`config.mk`:
```
export PLATFORM = sky130hd
export DESIGN_NAME = mem_access_unit_flat
export DESIGN_NICKNAME = d
export VERILOG_FILES = /design/src/rtl/mem_access_unit_if.sv /design/src/rtl/mem_access_unit.sv /design/src/flat_wrapper.sv
export SDC_FILE = /design/constraint.sdc
export NUM_CORES = 1
export LEC_CHECK = 0
export CAP_MARGIN = 20
export CORE_MARGIN = 10
export CORE_UTILIZATION = 40
export DETAILED_ROUTE_END_ITERATION = 8
export PLACE_DENSITY = 0.68
export SETUP_SLACK_MARGIN = 0.02
export SYNTH_ARGS = -nofsm -noshare
export SYNTH_HDL_FRONTEND = slang
export SYNTH_SLANG_ARGS = --single-unit
```
`constraint.sdc`:
```
create_clock -name clk -period 2.2 [get_ports clk]
set_input_delay 0.33 -clock clk [delete_from_list [all_inputs] [get_ports clk]]
set_output_delay 0.33 -clock clk [all_outputs]
set_load 0.02 [all_outputs]
```
`src/rtl/mem_access_unit_if.sv`:
```
// mem_access_unit_if: CPU-side request/response signals and data_memory
// strobes for mem_access_unit, bundled into one interface.
//   slave  : the access unit (consumes request + mem_rdata, drives the rest)
//   master : the environment (CPU driving the request, memory returning data)
interface mem_access_unit_if;
    logic        req;
    logic        we;
    logic [1:0]  size;
    logic        sign_ext;
    logic [31:0] addr;
    logic [31:0] wdata;
    logic [31:0] rdata;
    logic        busy;
    logic        done;
    logic        err;
    logic        mem_sel;
    logic        mem_str;
    logic        mem_ld;
    logic [9:0]  mem_addr;
    logic [31:0] mem_wdata;
    logic [31:0] mem_rdata;

    modport slave (
        input  req, we, size, sign_ext, addr, wdata, mem_rdata,
        output rdata, busy, done, err, mem_sel, mem_str, mem_ld, mem_addr, mem_wdata
    );

    modport master (
        output req, we, size, sign_ext, addr, wdata, mem_rdata,
        input  rdata, busy, done, err, mem_sel, mem_str, mem_ld, mem_addr, mem_wdata
    );
endinterface

```
`src/rtl/mem_access_unit.sv`:
```
// mem_access_unit: byte/halfword/word load-store sequencer in front of a
// 1024-word data_memory. Sub-word stores are done read-modify-write.
// Ports:
//   clk    rising-edge clock (shared with data_memory)
//   clr_n  asynchronous active-low reset
//   bus    mem_access_unit_if.slave: req/we/size/sign_ext/addr/wdata in,
//          rdata/busy/done/err out, mem_sel/mem_str/mem_ld/mem_addr/mem_wdata
//          to the memory, mem_rdata back from it
module mem_access_unit (
    input  logic             clk,
    input  logic             clr_n,
    mem_access_unit_if.slave bus
);
    typedef enum logic [2:0] {IDLE, LOAD, RMW_RD, WRITE, DONE, ERR} state_t;

    state_t      state;
    logic [1:0]  size_q;
    logic        sext_q;
    logic [11:0] addr_q;     // addresses wrap at 4 KiB, upper bits never kept
    logic [31:0] wdata_q;
    logic [31:0] merge_q;
    logic [31:0] rdata_q;
    logic        busy_q;
    logic        done_q;
    logic        err_q;

    logic        misalign;
    logic        bad;
    logic [7:0]  rd_byte;
    logic [15:0] rd_half;
    logic [31:0] load_val;
    logic [31:0] merge_val;

    assign misalign = (bus.size == 2'b01 && bus.addr[0]) ||
                      (bus.size == 2'b10 && bus.addr[1:0] != 2'b00);
    assign bad      = misalign || bus.size == 2'b11;

    // Little-endian lane pick from the memory word
    assign rd_byte = bus.mem_rdata[{addr_q[1:0], 3'b000} +: 8];
    assign rd_half = bus.mem_rdata[{addr_q[1], 4'b0000} +: 16];

    always_comb begin
        case (size_q)
            2'b00:   load_val = {{24{sext_q & rd_byte[7]}}, rd_byte};
            2'b01:   load_val = {{16{sext_q & rd_half[15]}}, rd_half};
            default: load_val = bus.mem_rdata;
        endcase
    end

    // Old word with the target lane(s) overwritten by the store data
    always_comb begin
        merge_val = bus.mem_rdata;
        if (size_q == 2'b00)
            merge_val[{addr_q[1:0], 3'b000} +: 8] = wdata_q[7:0];
        else
            merge_val[{addr_q[1], 4'b0000} +: 16] = wdata_q[15:0];
    end

    // Memory strobes depend on state alone
    assign bus.mem_ld    = (state == LOAD) || (state == RMW_RD);
    assign bus.mem_str   = (state == WRITE);
    assign bus.mem_sel   = bus.mem_ld || bus.mem_str;
    assign bus.mem_addr  = addr_q[11:2];
    assign bus.mem_wdata = (state != WRITE)  ? '0 :
                           (size_q == 2'b10) ? wdata_q : merge_q;

    assign bus.rdata = rdata_q;
    assign bus.busy  = busy_q;
    assign bus.done  = done_q;
    assign bus.err   = err_q;

    always_ff @(posedge clk or negedge clr_n) begin
        if (!clr_n) begin
            state   <= IDLE;
            size_q  <= '0;
            sext_q  <= 1'b0;
            addr_q  <= '0;
            wdata_q <= '0;
            merge_q <= '0;
            rdata_q <= '0;
            busy_q  <= 1'b0;
            done_q  <= 1'b0;
            err_q   <= 1'b0;
        end else begin
            done_q <= 1'b0;
            err_q  <= 1'b0;
            case (state)
                IDLE: if (bus.req) begin
                    size_q  <= bus.size;
                    sext_q  <= bus.sign_ext;
                    addr_q  <= bus.addr[11:0];
                    wdata_q <= bus.wdata;
                    busy_q  <= 1'b1;
                    // we only steers the next state, so it is not kept
                    if (bad) begin
                        state  <= ERR;
                        done_q <= 1'b1;
                        err_q  <= 1'b1;
                    end else if (!bus.we)
                        state <= LOAD;
                    else if (bus.size == 2'b10)
                        state <= WRITE;
                    else
                        state <= RMW_RD;
                end
                LOAD: begin
                    rdata_q <= load_val;
                    state   <= DONE;
                    done_q  <= 1'b1;
                end
                RMW_RD: begin
                    merge_q <= merge_val;
                    state   <= WRITE;
                end
                WRITE: begin
                    state  <= DONE;
                    done_q <= 1'b1;
                end
                default: begin   // DONE, ERR
                    state  <= IDLE;
                    busy_q <= 1'b0;
                end
            endcase
        end
    end
endmodule
```
`src/flat_wrapper.sv`:
```
// flat-port wrapper written by rule: the top's interface ports become plain ports
module mem_access_unit_flat 
  (clk, clr_n, bus_req, bus_we, bus_size, bus_sign_ext, bus_addr, bus_wdata, bus_mem_rdata, bus_rdata, bus_busy, bus_done, bus_err, bus_mem_sel, bus_mem_str, bus_mem_ld, bus_mem_addr, bus_mem_wdata);
  mem_access_unit_if bus_i ();
  input  logic clk;
  input  logic clr_n;
  input wire logic [$bits(bus_i.req)-1:0] bus_req;
  input wire logic [$bits(bus_i.we)-1:0] bus_we;
  input wire logic [$bits(bus_i.size)-1:0] bus_size;
  input wire logic [$bits(bus_i.sign_ext)-1:0] bus_sign_ext;
  input wire logic [$bits(bus_i.addr)-1:0] bus_addr;
  input wire logic [$bits(bus_i.wdata)-1:0] bus_wdata;
  input wire logic [$bits(bus_i.mem_rdata)-1:0] bus_mem_rdata;
  output wire logic [$bits(bus_i.rdata)-1:0] bus_rdata;
  output wire logic [$bits(bus_i.busy)-1:0] bus_busy;
  output wire logic [$bits(bus_i.done)-1:0] bus_done;
  output wire logic [$bits(bus_i.err)-1:0] bus_err;
  output wire logic [$bits(bus_i.mem_sel)-1:0] bus_mem_sel;
  output wire logic [$bits(bus_i.mem_str)-1:0] bus_mem_str;
  output wire logic [$bits(bus_i.mem_ld)-1:0] bus_mem_ld;
  output wire logic [$bits(bus_i.mem_addr)-1:0] bus_mem_addr;
  output wire logic [$bits(bus_i.mem_wdata)-1:0] bus_mem_wdata;
  assign bus_i.req = bus_req;
  assign bus_i.we = bus_we;
  assign bus_i.size = bus_size;
  assign bus_i.sign_ext = bus_sign_ext;
  assign bus_i.addr = bus_addr;
  assign bus_i.wdata = bus_wdata;
  assign bus_i.mem_rdata = bus_mem_rdata;
  assign bus_rdata = bus_i.rdata;
  assign bus_busy = bus_i.busy;
  assign bus_done = bus_i.done;
  assign bus_err = bus_i.err;
  assign bus_mem_sel = bus_i.mem_sel;
  assign bus_mem_str = bus_i.mem_str;
  assign bus_mem_ld = bus_i.mem_ld;
  assign bus_mem_addr = bus_i.mem_addr;
  assign bus_mem_wdata = bus_i.mem_wdata;
  mem_access_unit u_core (.clk(clk), .clr_n(clr_n), .bus(bus_i));
endmodule
```
======== Word-level counts from Yosys, hierarchy flattened ========
Index checks and enable logic that the tools add are counted.
storage, ports and cells
  output and inout port bits .............. 80
  bits in registers ....................... 117
  input port bits ......................... 103
  word-level logic and storage cells ...... 61
cells by class
  shifts and indexed selects .............. 6
  add/sub/neg operators ................... 2
  bitwise operators ....................... 3
  eq/ne operators ......................... 10
  reductions and logical operators ........ 13
  muxes and demuxes ....................... 17
operators by type and width
  operator                   number
  $mux W32                   3
  $bwmux W32                 2
  $pmux W32 S2               1
  $shift A16 B7 Y32 const A  1
  $shift A8 B7 Y32 const A   1
  $shiftx A16 B7 Y32         1
  $shiftx A32 B6 Y16         1
  $shiftx A32 B6 Y8          1
  $shiftx A8 B7 Y32          1
  $neg A5 Y7                 2
  $mux W3                    3
  $pmux W3 S3                1
  $eq A2 B2 Y1 const B       3
  $eq A3 B2 Y1 const B       2
  $mux W1                    5
  $eq A2 B1 Y1 const B       2
  $logic_or A1 B1 Y1         4
  $pmux W1 S2                2
  $reduce_and A2 Y1          2
  $eq A3 B1 Y1 const B       1
  $logic_not A3 Y1           1
  $ne A3 B2 Y1 const B       1
  $reduce_or A3 Y1           1
  $and A1 B1 Y1              2
  6 further kinds            7

======== Logic depth before layout (Yosys ltp) ========
Gate-level depths: netlist of the first run.
  depth in word-level cells ............... 7
  mapped depth ............................ 8
  mapped depth without buffers ............ 6

======== Worst setup path after synthesis of the first run ========
No wires, ideal clock.
  path type ............................... reg2reg
  from .................................... register u_core.addr_q[1]
  to ...................................... register u_core.merge_q[16]
  path buffers ............................ 2
  arrival time ............................ 1.892 ns
  required time ........................... 2.079 ns
  library setup time ...................... 0.121 ns
  slack ................................... 0.187 ns
  stages on the path, launching flop included .. 8
  period minus slack after synthesis ...... 2.013 ns
  cell sequence ........................... dfrtp_1 inv_1 clkbuf_1 ha_1 and4_1 buf_1 a221o_1 a22o_1
between the ends
  cells in the longest elaborated chain, start to end .. 4
  elaborated cells between the ends (all ways) .. 9
  classes of those cells .................. add/sub: 2; shift: 4; mux: 3
RTL lines
  item                                        RTL line                                      RTL
  from (decl)                                 mem_access_unit.sv:19                         logic [11:0] addr_q;
  from (signal assigned)                      mem_access_unit.sv:91                         addr_q <= bus.addr[11:0];
  $neg A5 Y7 (on tied branches)               mem_access_unit.sv:56, mem_access_unit.sv:54
  $shiftx A16 B7 Y32 (tied with other cells)  mem_access_unit.sv:56                         merge_val[{addr_q[1], 4'b0000} +: 16] = wdata_q[15:0];
  $bwmux W32 (on tied branches)               mem_access_unit.sv:56, mem_access_unit.sv:54
  $mux W32 *                                  mem_access_unit.sv:53                         if (size_q == 2'b00)
  to (signal assigned)                        mem_access_unit.sv:112                        merge_q <= merge_val;
  to (decl)                                   mem_access_unit.sv:21                         logic [31:0] merge_q;
Mark *: on every way between the ends. The rest lies on a longest branch, timed or not.
A chain may end at the register's enable or synchronous reset.

======== Worst setup path in the final report of the first run ========
  from .................................... register u_core.size_q[1]
  to ...................................... output port bus_mem_wdata[7]
between the ends
  cells in the longest elaborated chain, start to end .. 3
RTL lines
  item                    RTL line               RTL
  from (decl)             mem_access_unit.sv:17  logic [1:0] size_q;
  from (signal assigned)  mem_access_unit.sv:89  size_q <= bus.size;
  $eq A2 B2 Y1            mem_access_unit.sv:65  (size_q == 2'b10) ? wdata_q : merge_q;
  $mux W32                mem_access_unit.sv:65
  $mux W32                mem_access_unit.sv:64  assign bus.mem_wdata = (state != WRITE) ? '0 :
  to (decl)               flat_wrapper.sv:22     output wire logic [$bits(bus_i.mem_wdata)-1:0] bus_mem_wdata;
No other way between the ends.

==> results of run 1 <==
-- state kept, by name (all words and copies together) (netlist names) --
name              flops
u_core.sext_q         1
u_core.wdata_q       32
u_core.size_q         2
u_core.bus.rdata     32
u_core.bus.busy       1
u_core.addr_q        12
u_core.bus.done       1
u_core.state          3
u_core.merge_q       32
u_core.bus.err        1
-- how the worst min path moves through the flow --
stage / to / slack [ns] / depth (start not counted) / start
finish: u_core.bus.done$_DFF_PN0_ / 0.46 / 2 / clr_n
global route: u_core.state[2]$_DFFE_PN0P_ / 0.52 / 2 / clr_n
CTS: u_core.bus.done$_DFF_PN0_ / 0.47 / 2 / clr_n
detailed placement: u_core.bus.done$_DFF_PN0_ / 0.37 / 1 / clr_n
global placement: u_core.bus.done$_DFF_PN0_ / 0.36 / 1 / clr_n
floorplan: u_core.addr_q[0]$_DFFE_PN0P_ / 0.03 / 0 / clr_n
-- cells in the mapped netlist, types with 2 or more instances --
cell type	count	area (µm²)
a21oi_1	71	355
buf_2	16	80.1
nor2_1	18	67.6
o21ai_0	17	85.1
or3_1	2	12.5
dfrtp_1	117	2930
nand3b_1	9	67.6
mux2i_1	29	290
nand3_1	39	195
nor3_1	2	10.0
nand2b_1	4	25.0
nor2b_1	3	18.8
nand2_1	104	390
a22o_1	24	210
o2bb2ai_1	6	52.6
or2_2	2	12.5
clkbuf_1	29	109
inv_1	4	15.0
and2_0	7	43.8
mux2_2	52	586
o21a_1	2	15.0
a31oi_1	7	43.8
ha_1	5	62.6
a221o_1	32	320
and4_1	2	17.5
buf_1	2	7.51
buf_4	14	105
-- through the flow --
step            util  hold slack [ns]  setup WS, ns
2_1_floorplan      -           0.0344         0.187
3_3_place_gp   0.537            0.362         0.143
3_5_place_dp   0.537            0.369         0.123
4_1_cts        0.570            0.469        0.0219
5_1_grt        0.568            0.516       -0.0213
6_report       0.568            0.456        0.0625
-- power groups by stage --
stage / Combinational [mW] / Sequential, mW / Clock, mW
finish: 6.57 / 3.96 / 2.42
CTS: 6.40 / 3.95 / 2.44
floorplan: 3.85 / 4.13 / 0
global placement: 6.25 / 3.92 / 0
global route: 7.11 / 4.09 / 2.56
detailed placement: 6.39 / 3.97 / 0
-- area by class of cell --
type | instances | area [µm²]
repair buffers | 200 | 1890
multi-input cells | 456 | 3120
well taps | 211 | 264
flip-flops and latches | 117 | 2930
inverters | 6 | 22.5
fillers | 1343 | 6650
clock inverters | 5 | 27.5
clock buffers | 25 | 475
-- critical path, stage by stage (launching register included) --
cell and delay [ns]:
dfrtp_1 0.40, nor2b_4 0.23, buf_4 0.15, buf_12 0.15, nand2_1 0.07, a21oi_1 0.19
buf_4 0.18
-- logic make-up after synthesis --
| kind of cell | count (synthesis) | share of synthesized area |
|---|---|---|
| flip-flops | 117 | 0.463 |
| AND/OR/NAND/NOR | 203 | 0.156 |
| AO/OA/AOI/OAI | 167 | 0.182 |
| adder cells (fa/ha/maj) | 5 | 0.00989 |
| multiplexers | 81 | 0.138 |
| buffers and inverters | 67 | 0.0512 |
-- layer usage --
layer,share of wire,up-vias,GRT usage,wire [µm]
li1,-,2631,-,-
met5,0,-,0,0
met2,0.47,271,0.312,10300
met4,0.021,0,0.0728,460
met3,0.087,28,0.0646,1920
met1,0.42,2864,0.250,9220
-- what timing repair did --
item,4_1_cts,5_1_grt
endpoints found under the setup margin,34,40
hold endpoints to repair,39,0
buffers inserted,0,2
pin swaps,0,1
hold buffers,1,0
resized for setup,54,71
gates cloned,0,2
==> metrics.md, run 1 <==
| Metric | Value |
|---|---|
| Status | finished, final reports clean |
| Router iterations before antenna repair | 4 |
| Crit-path max FO | 16 |
| Logic pwr share | 0.507 |
| Vias in the first global route | 5954 |
| Fin cells | 1020 |
| Post-synth EDFFs | 0 |
| Htree depth | 4 |
| Post-DP Area | 8260 µm² |
| Starting DRT DRC Count | 479 |
| CP required | 1.87 ns |
| Clk_skew | 0.0202 ns |
| Post-DRT Antenna Nets | 0 |
| Commonest non-fill, non-tap cell in the layout | clkdlybuf4s50_1 |
| P_leak | 3.72 nW |
| Max_slew headroom | 0.578 |
| Synth Instances | 640 |
| Core ar. | 15400 µm² |
| Largest net degree at the start of global routing | 49 |
| Width of the die | 146 µm |
| Period utilization | 0.972 |
| Hold Vio Cnt, Final | 0 |
| Ports | 183 |
| Rows | 45 |
| Root Driver | clkbuf_16 |
| Worst R2R End | u_core.merge_q[1]$_DFFE_PN0P_ |
| Initial antenna violation count | 0 |
| Clk sinks | 117 |
| DRC | 0 |
| CTS tree | done |
| RSZ-0062 raised after global routing | true |
| Sw Ratio | 0.405 |
| Setup Total Neg Slack | 0 ns |
| Routed wire length per instance | 21.5 µm |
| GR Overflow Total | 0 |
| Final Max Slew Viols | 0 |
| Synth cell types | 48 |
| Cell Area, Synth | 6330 µm² |
| Fmax | 0.468 GHz |
| Clock power share | 0.187 |
| Period minus WS final | 2.14 ns |
| Vias | 5794 |
| Final setup fails | 0 |
| Worst-margin pin slew | 0.634 ns |
| Worst Reg-to-Reg Cells | 5 |
| Share of cells above drive strength 1 | 0.203 |
| R2R Path Start | u_core.size_q[1]$_DFFE_PN0P_ |
| WS Path Type | reg -> out |
| Most frequent cells in the layout | 127 x clkdlybuf4s50_1, 116 x dfrtp_1, 103 x nand2_1 |
| Initial Util | 0.412 |
| Nets | 906 |
| Num CTS Buffers | 17 |
| GPL Wtd Cong | 0.895 |
| Synthesized Nets | 748 |
| VDD IR max | 1.01 mV |
| WL final | 21900 µm |
| Sequential power share | 0.306 |
| Total of max-cap violations | 0 |
| Worst setup endpoint | bus_mem_wdata[7] |
| Psw | 5.25 mW |
| Power, Total | 13.0 mW |
| Vias per cell | 5.68 |
| Post-synth top flop | dfrtp_1 |
| Fin area | 8730 µm² |
| Antenna diodes | 0 |
| Seq/Total Area, Yosys | 0.463 |
| Area Growth Syn to Fin | 37.9% |
| Fraction of synthesis flops using an asynchronous set or reset pin | 1.00 |
| Clk_lat worst skew | 0.42 ns |
| Maximum buffer depth of the clock tree | 2 |
| Die area | 21200 µm² |
| #FFs+latches synth | 117 |
| Placed insts | 985 |
| HPWL reported at the end of detailed placement | 15400 µm |
| Die Y | 146 µm |
| Yosys Warn Count | 0 |
| Clock transition at path regs | 0.05 ns |
| Int Pwr | 7.71 mW |
| Hold Crit Class | in -> async |
| Worst setup EP type | output pin |
| Worst Setup Start Kind | flop |
| Power density over the cells | 1480 nW/µm² |
| First-pass GRT wire length | 33900 µm |
| Data arrival, critical path | 1.81 ns |
| Worst R2R Setup Slack | 0.18 ns |
| Post-Syn Area per Cell | 9.89 µm² |
| GR Util All Layers | 0.199 |
| I/O Buffers | 162 |
| Critical Path Source | u_core.size_q[1]$_DFFE_PN0P_ |
Power figures use the tool's default switching activity.
==> inputs of run 2 (changes only) <==
- CORE_UTILIZATION: 40 -> 48
- PLACE_DENSITY: 0.68 -> 0.8
==> run 2 against run 1 <==
  * Final cell count down 4.2%
  * Register-to-register slack about the same
  * Global-route usage up 3.2 points
  * Critical path type unchanged
  * Largest cell class unchanged
  * Largest power group unchanged
==> metrics.md, run 2 (synthesized netlist as in run 1, its figures left out) <==
| Metric | Value |
|---|---|
| Ports | 183 |
| Area Growth Syn to Fin | 38.3% |
| Setup Total Neg Slack | 0 ns |
| R2R Path Start | u_core.addr_q[0]$_DFFE_PN0P_ |
| GPL Wtd Cong | 0.871 |
| Clk sinks | 117 |
| Fillers | 957 |
| GR Util All Layers | 0.231 |
| Die area | 18200 µm² |
| Worst-margin pin slew | 0.608 ns |
| Htree depth | 4 |
| Nets | 900 |
| Core ar. | 12800 µm² |
| CP peak stage delay | 0.44 ns |
| WL final | 21400 µm |
| P_leak | 3.73 nW |
| Max_slew headroom | 0.594 |
| Total of max-cap violations | 0 |
| Die Y | 135 µm |
| Post-DRT Antenna Nets | 0 |
| Fmax | 0.471 GHz |
| Worst setup EP type | output pin |
| Commonest non-fill, non-tap cell in the layout | clkdlybuf4s50_1 |
| Vias | 5868 |
| Initial antenna violation count | 2 |
| GR Overflow Total | 0 |
| Vias in the first global route | 5897 |
| RSZ-0062 raised after global routing | true |
| HPWL reported at the end of detailed placement | 15000 µm |
| Antenna diodes | 0 |
| Largest net degree at the start of global routing | 64 |
| Final setup margin | 0.0769 ns |
| Hold Crit Class | in -> async |
| Status | finished, final reports clean |
| Width of the die | 135 µm |
| Crit-path cells | nor2b_2 -> buf_12 -> nand2_1 -> a21oi_2 -> clkdlybuf4s15_2 |
| Final Max Slew Viols | 0 |
| Multi-input gate area | 3100 µm² |
| CP top delay family | buffers and inverters |
| Clk_lat worst skew | 0.42 ns |
| Data arrival, critical path | 1.79 ns |
| Num CTS Buffers | 17 |
| Fin Hold WS | 0.455 ns |
| Worst Setup Start Kind | flop |
| Buffers & Inverters on Critical Path | 2 |
| Power density over the cells | 1530 nW/µm² |
| Initial Util | 0.495 |
| Crit-path max FO | 32 |
| Pre-CTS WS | 0.115 ns |
| CP required | 1.87 ns |
| Period minus WS final | 2.12 ns |
| CP max-delay cell | dfrtp_2 |
| Final setup fails | 0 |
| Root Driver | clkbuf_16 |
| Register area | 2930 µm² |
| Worst R2R End | u_core.merge_q[25]$_DFFE_PN0P_ |
| Rows | 41 |
| Worst R2R Setup Slack | 0.17 ns |
| Worst Reg-to-Reg Cells | 7 |
| Starting DRT DRC Count | 494 |
| WS Path Type | reg -> out |
| Hold Vio Cnt, Final | 0 |
| Routed wire length per instance | 21.9 µm |
| Finished Core Util | 0.685 |
| Router iterations before antenna repair | 7 |
| DRC | 0 |
| VDD IR max | 1.16 mV |
| CTS tree | done |
| First-pass GRT wire length | 33000 µm |
| Period utilization | 0.965 |
| I/O Buffers | 162 |
| Share of cells above drive strength 1 | 0.194 |
| Clk_skew | 0.0101 ns |
| Vias per cell | 6.01 |
| Most frequent cells in the layout | 127 x clkdlybuf4s50_1, 115 x dfrtp_1, 103 x nand2_1 |
| Clock transition at path regs | 0.06 ns |
| Maximum buffer depth of the clock tree | 2 |
-- run 2: metrics by stage --
step | cell area, µm² | power (mW) | instances
3_3_place_gp | 8190 | 10.1 | 943
3_5_place_dp | 8190 | 10.3 | 943
6_report | 8750 | 13.4 | 977
5_1_grt | 8750 | 14.2 | 977
2_1_floorplan | 6330 | 7.99 | 640
4_1_cts | 8820 | 13.4 | 976
-- run 2: worst min-delay path: stages --
cell           delay [ns]
dlygate4sd3_1        0.52
buf_4                0.14
buf_12               0.27
-- run 2: cell type report --
class | count | share of cell area
Timing Repair Buffer | 194 | 0.209
Clock inverter | 10 | 0.0200
Clock buffer | 22 | 0.0542
Tap cell | 172 | 0.0246
Multi-Input combinational cell | 456 | 0.354
Sequential cell | 117 | 0.335
Inverter | 6 | 0.00257
-- run 2: timing repair --
action | in CTS | in global routing
setup endpoints to repair | 34 | 39
pin swaps | 0 | 1
setup buffers | 0 | 1
gates resized for setup | 45 | 49
gates cloned | 0 | 0
hold buffers | 1 | 0
endpoints found under the hold margin | 117 | 0
-- run 2: where the power goes --
group	total (mW)	switching, mW	internal (mW)
registers	3.94	0.729	3.21
logic	6.44	3.52	2.92
clock network	3.05	0.965	2.09
total	13.4	5.21	8.22
-- run 2: per-layer routing --
layer	track usage	vias up	wire length (µm)	share of wire
met5	0	-	13	0.00061
met4	0.0919	2	588	0.028
met3	0.0753	44	2000	0.093
met2	0.356	295	9850	0.46
met1	0.294	2901	8930	0.42
li1	-	2626	-	-
-- run 2: worst max-delay path by stage --
stage	start	endpoint	slack, ns	depth (start not counted)
after detailed placement	u_core.size_q[0]$_DFFE_PN0P_	bus_mem_wdata[8]	0.12	5
final	u_core.size_q[0]$_DFFE_PN0P_	bus_mem_wdata[8]	0.08	5
after global routing	u_core.size_q[0]$_DFFE_PN0P_	bus_mem_wdata[10]	0.02	5
after global placement	u_core.size_q[0]$_DFFE_PN0P_	bus_mem_wdata[8]	0.14	5
after floorplan	u_core.addr_q[1]$_DFFE_PN0P_	u_core.merge_q[16]$_DFFE_PN0P_	0.19	7
after CTS	u_core.size_q[0]$_DFFE_PN0P_	bus_mem_wdata[7]	0.02	5
==> inputs of run 3 (changes only) <==
- CORE_MARGIN: 10 -> 8
- clock period: 2.2 -> 2.1 ns (I/O delays scaled with it)
==> run 3 against run 2 <==
  * Clock power shrank 13%
  * Clock-buffer cell count grew 3
  * Sequential cell count is the same
  * Critical endpoint is now bus_mem_wdata[9]
==> metrics.md, run 3 (synthesized netlist as in run 1, its figures left out) <==
| Metric | Value |
|---|---|
| Hold Crit Class | in -> async |
| Clk sinks | 117 |
| Nets | 914 |
| Die Y | 131 µm |
| Final setup fails | 0 |
| WL final | 21100 µm |
| Core ar. | 13000 µm² |
| Post-DRT Antenna Nets | 0 |
| Data arrival, critical path | 1.73 ns |
| I/O Buffers | 162 |
| Power density over the cells | 1580 nW/µm² |
| Final Max Slew Viols | 0 |
| Vias per cell | 5.95 |
| First-pass GRT wire length | 32700 µm |
| Max_slew headroom | 0.611 |
| Crit-path max FO | 8 |
| Ports | 183 |
| Period utilization | 0.973 |
| Vias | 5912 |
| Setup Total Neg Slack | 0 ns |
| VDD IR max | 1.40 mV |
| Share of cells above drive strength 1 | 0.223 |
| Fin Hold WS | 0.433 ns |
| GR Util All Layers | 0.252 |
| Clk_lat worst skew | 0.42 ns |
| Clock transition at path regs | 0.05 ns |
| Width of the die | 131 µm |
| Area Growth Syn to Fin | 40.5% |
| Largest net degree at the start of global routing | 49 |
| HPWL reported at the end of detailed placement | 14800 µm |
| Worst Setup Start Kind | flop |
| CTS tree | done |
| DRC | 0 |
| Finished Core Util | 0.682 |
| RSZ-0062 raised after global routing | false |
| Status | finished, final reports clean |
| Initial Util | 0.486 |
| Root Driver | clkbuf_16 |
| Total of max-cap violations | 0 |
| Commonest non-fill, non-tap cell in the layout | clkdlybuf4s50_1 |
| P_leak | 3.83 nW |
| Fmax | 0.489 GHz |
| Vias in the first global route | 6061 |
| Most frequent cells in the layout | 126 x clkdlybuf4s50_1, 116 x dfrtp_1, 101 x nand2_1 |
| Die area | 17100 µm² |
| Clk_skew | 0.00714 ns |
| Starting DRT DRC Count | 562 |
| GR Overflow Total | 0 |
| WS Path Type | reg -> out |
| Initial antenna violation count | 1 |
| Rows | 42 |
| Worst-margin pin slew | 0.583 ns |
| CP required | 1.78 ns |
| Worst setup EP type | output pin |
| Htree depth | 4 |
| GPL Wtd Cong | 0.901 |
| Router iterations before antenna repair | 5 |
| Routed wire length per instance | 21.3 µm |
| Num CTS Buffers | 17 |
| Hold Vio Cnt, Final | 0 |
| Period minus WS final | 2.04 ns |
| Maximum buffer depth of the clock tree | 2 |
## run 3: cell count changes in the layout (fill, tap and decap cells not counted), moves of 3 or more
cell	delta
a21oi_1	-5
a21oi_2	+4
buf_12	+3
buf_2	+19
buf_4	+18
bufinv_16	-4
clkbuf_1	+3
clkbuf_2	-22
clkdlybuf4s15_1	-5
## run 3: final cells by class
class | instances | area (µm²)
clock inverter | 5 | 50.0
sequential | 117 | 2930
timing repair buffer | 208 | 2030
fill | 1042 | 4140
antenna | 1 | 2.50
multi-input combinational | 456 | 3150
inverter | 6 | 26.3
tap | 176 | 220
clock buffer | 25 | 485
## run 3: per-layer routing
layer	vias to the layer above	track usage	wire length (µm)
met3	52	0.0735	1810
met1	2913	0.307	8240
met5	-	0	0
li1	2654	-	-
met2	293	0.400	10300
met4	0	0.124	792
## run 3: timing repair
item	4_1_cts	5_1_grt
endpoints found under the hold margin	38	0
cloned	2	1
setup buffers	2	2
hold buffers	1	0
gates resized for setup	142	22
pin swaps	0	5
endpoints found under the setup margin	34	47
## run 3: worst paths after layout
path,end,start,slack (ns),cells past startpoint
min in group clk,u_core.state[1]$_DFFE_PN0P_,bus_we,0.49,3
worst min-delay path,u_core.wdata_q[8]$_DFFE_PN0P_,clr_n,0.43,2
worst max-delay path,bus_mem_wdata[9],u_core.size_q[0]$_DFFE_PN0P_,0.06,6
worst min register to register,u_core.bus.rdata[26]$_DFFE_PN0P_,u_core.bus.rdata[26]$_DFFE_PN0P_,0.50,2
max in group asynchronous,u_core.bus.rdata[6]$_DFFE_PN0P_,clr_n,1.04,3
worst max register to register,u_core.merge_q[0]$_DFFE_PN0P_,u_core.size_q[1]$_DFFE_PN0P_,0.11,6
## run 3: worst max-delay path, cell delays in order, from the launching register on
cell     delay [ns]
dfrtp_1        0.42
nor2b_4        0.20
buf_12         0.15
buf_16         0.13
nand2_2        0.06
a21oi_2        0.20
buf_6          0.15
## run 3: power breakdown
part | internal (mW) | total (mW) | switching, mW
clock | 1.69 | 2.65 | 0.960
sequential | 3.36 | 4.07 | 0.712
combinational | 3.41 | 7.30 | 3.89
## run 3: metrics by stage
step / std cells / area, µm² / total power, mW / worst slack, ns
CTS: 991 / 8840 / 13.9 / -0.0209
global route: 994 / 8890 / 14.8 / 0.00583
global placement: 956 / 8290 / 10.7 / 0.0915
finish: 994 / 8890 / 14.0 / 0.0567
detailed placement: 956 / 8290 / 10.9 / 0.0690
floorplan: 640 / 6330 / 8.37 / 0.0874
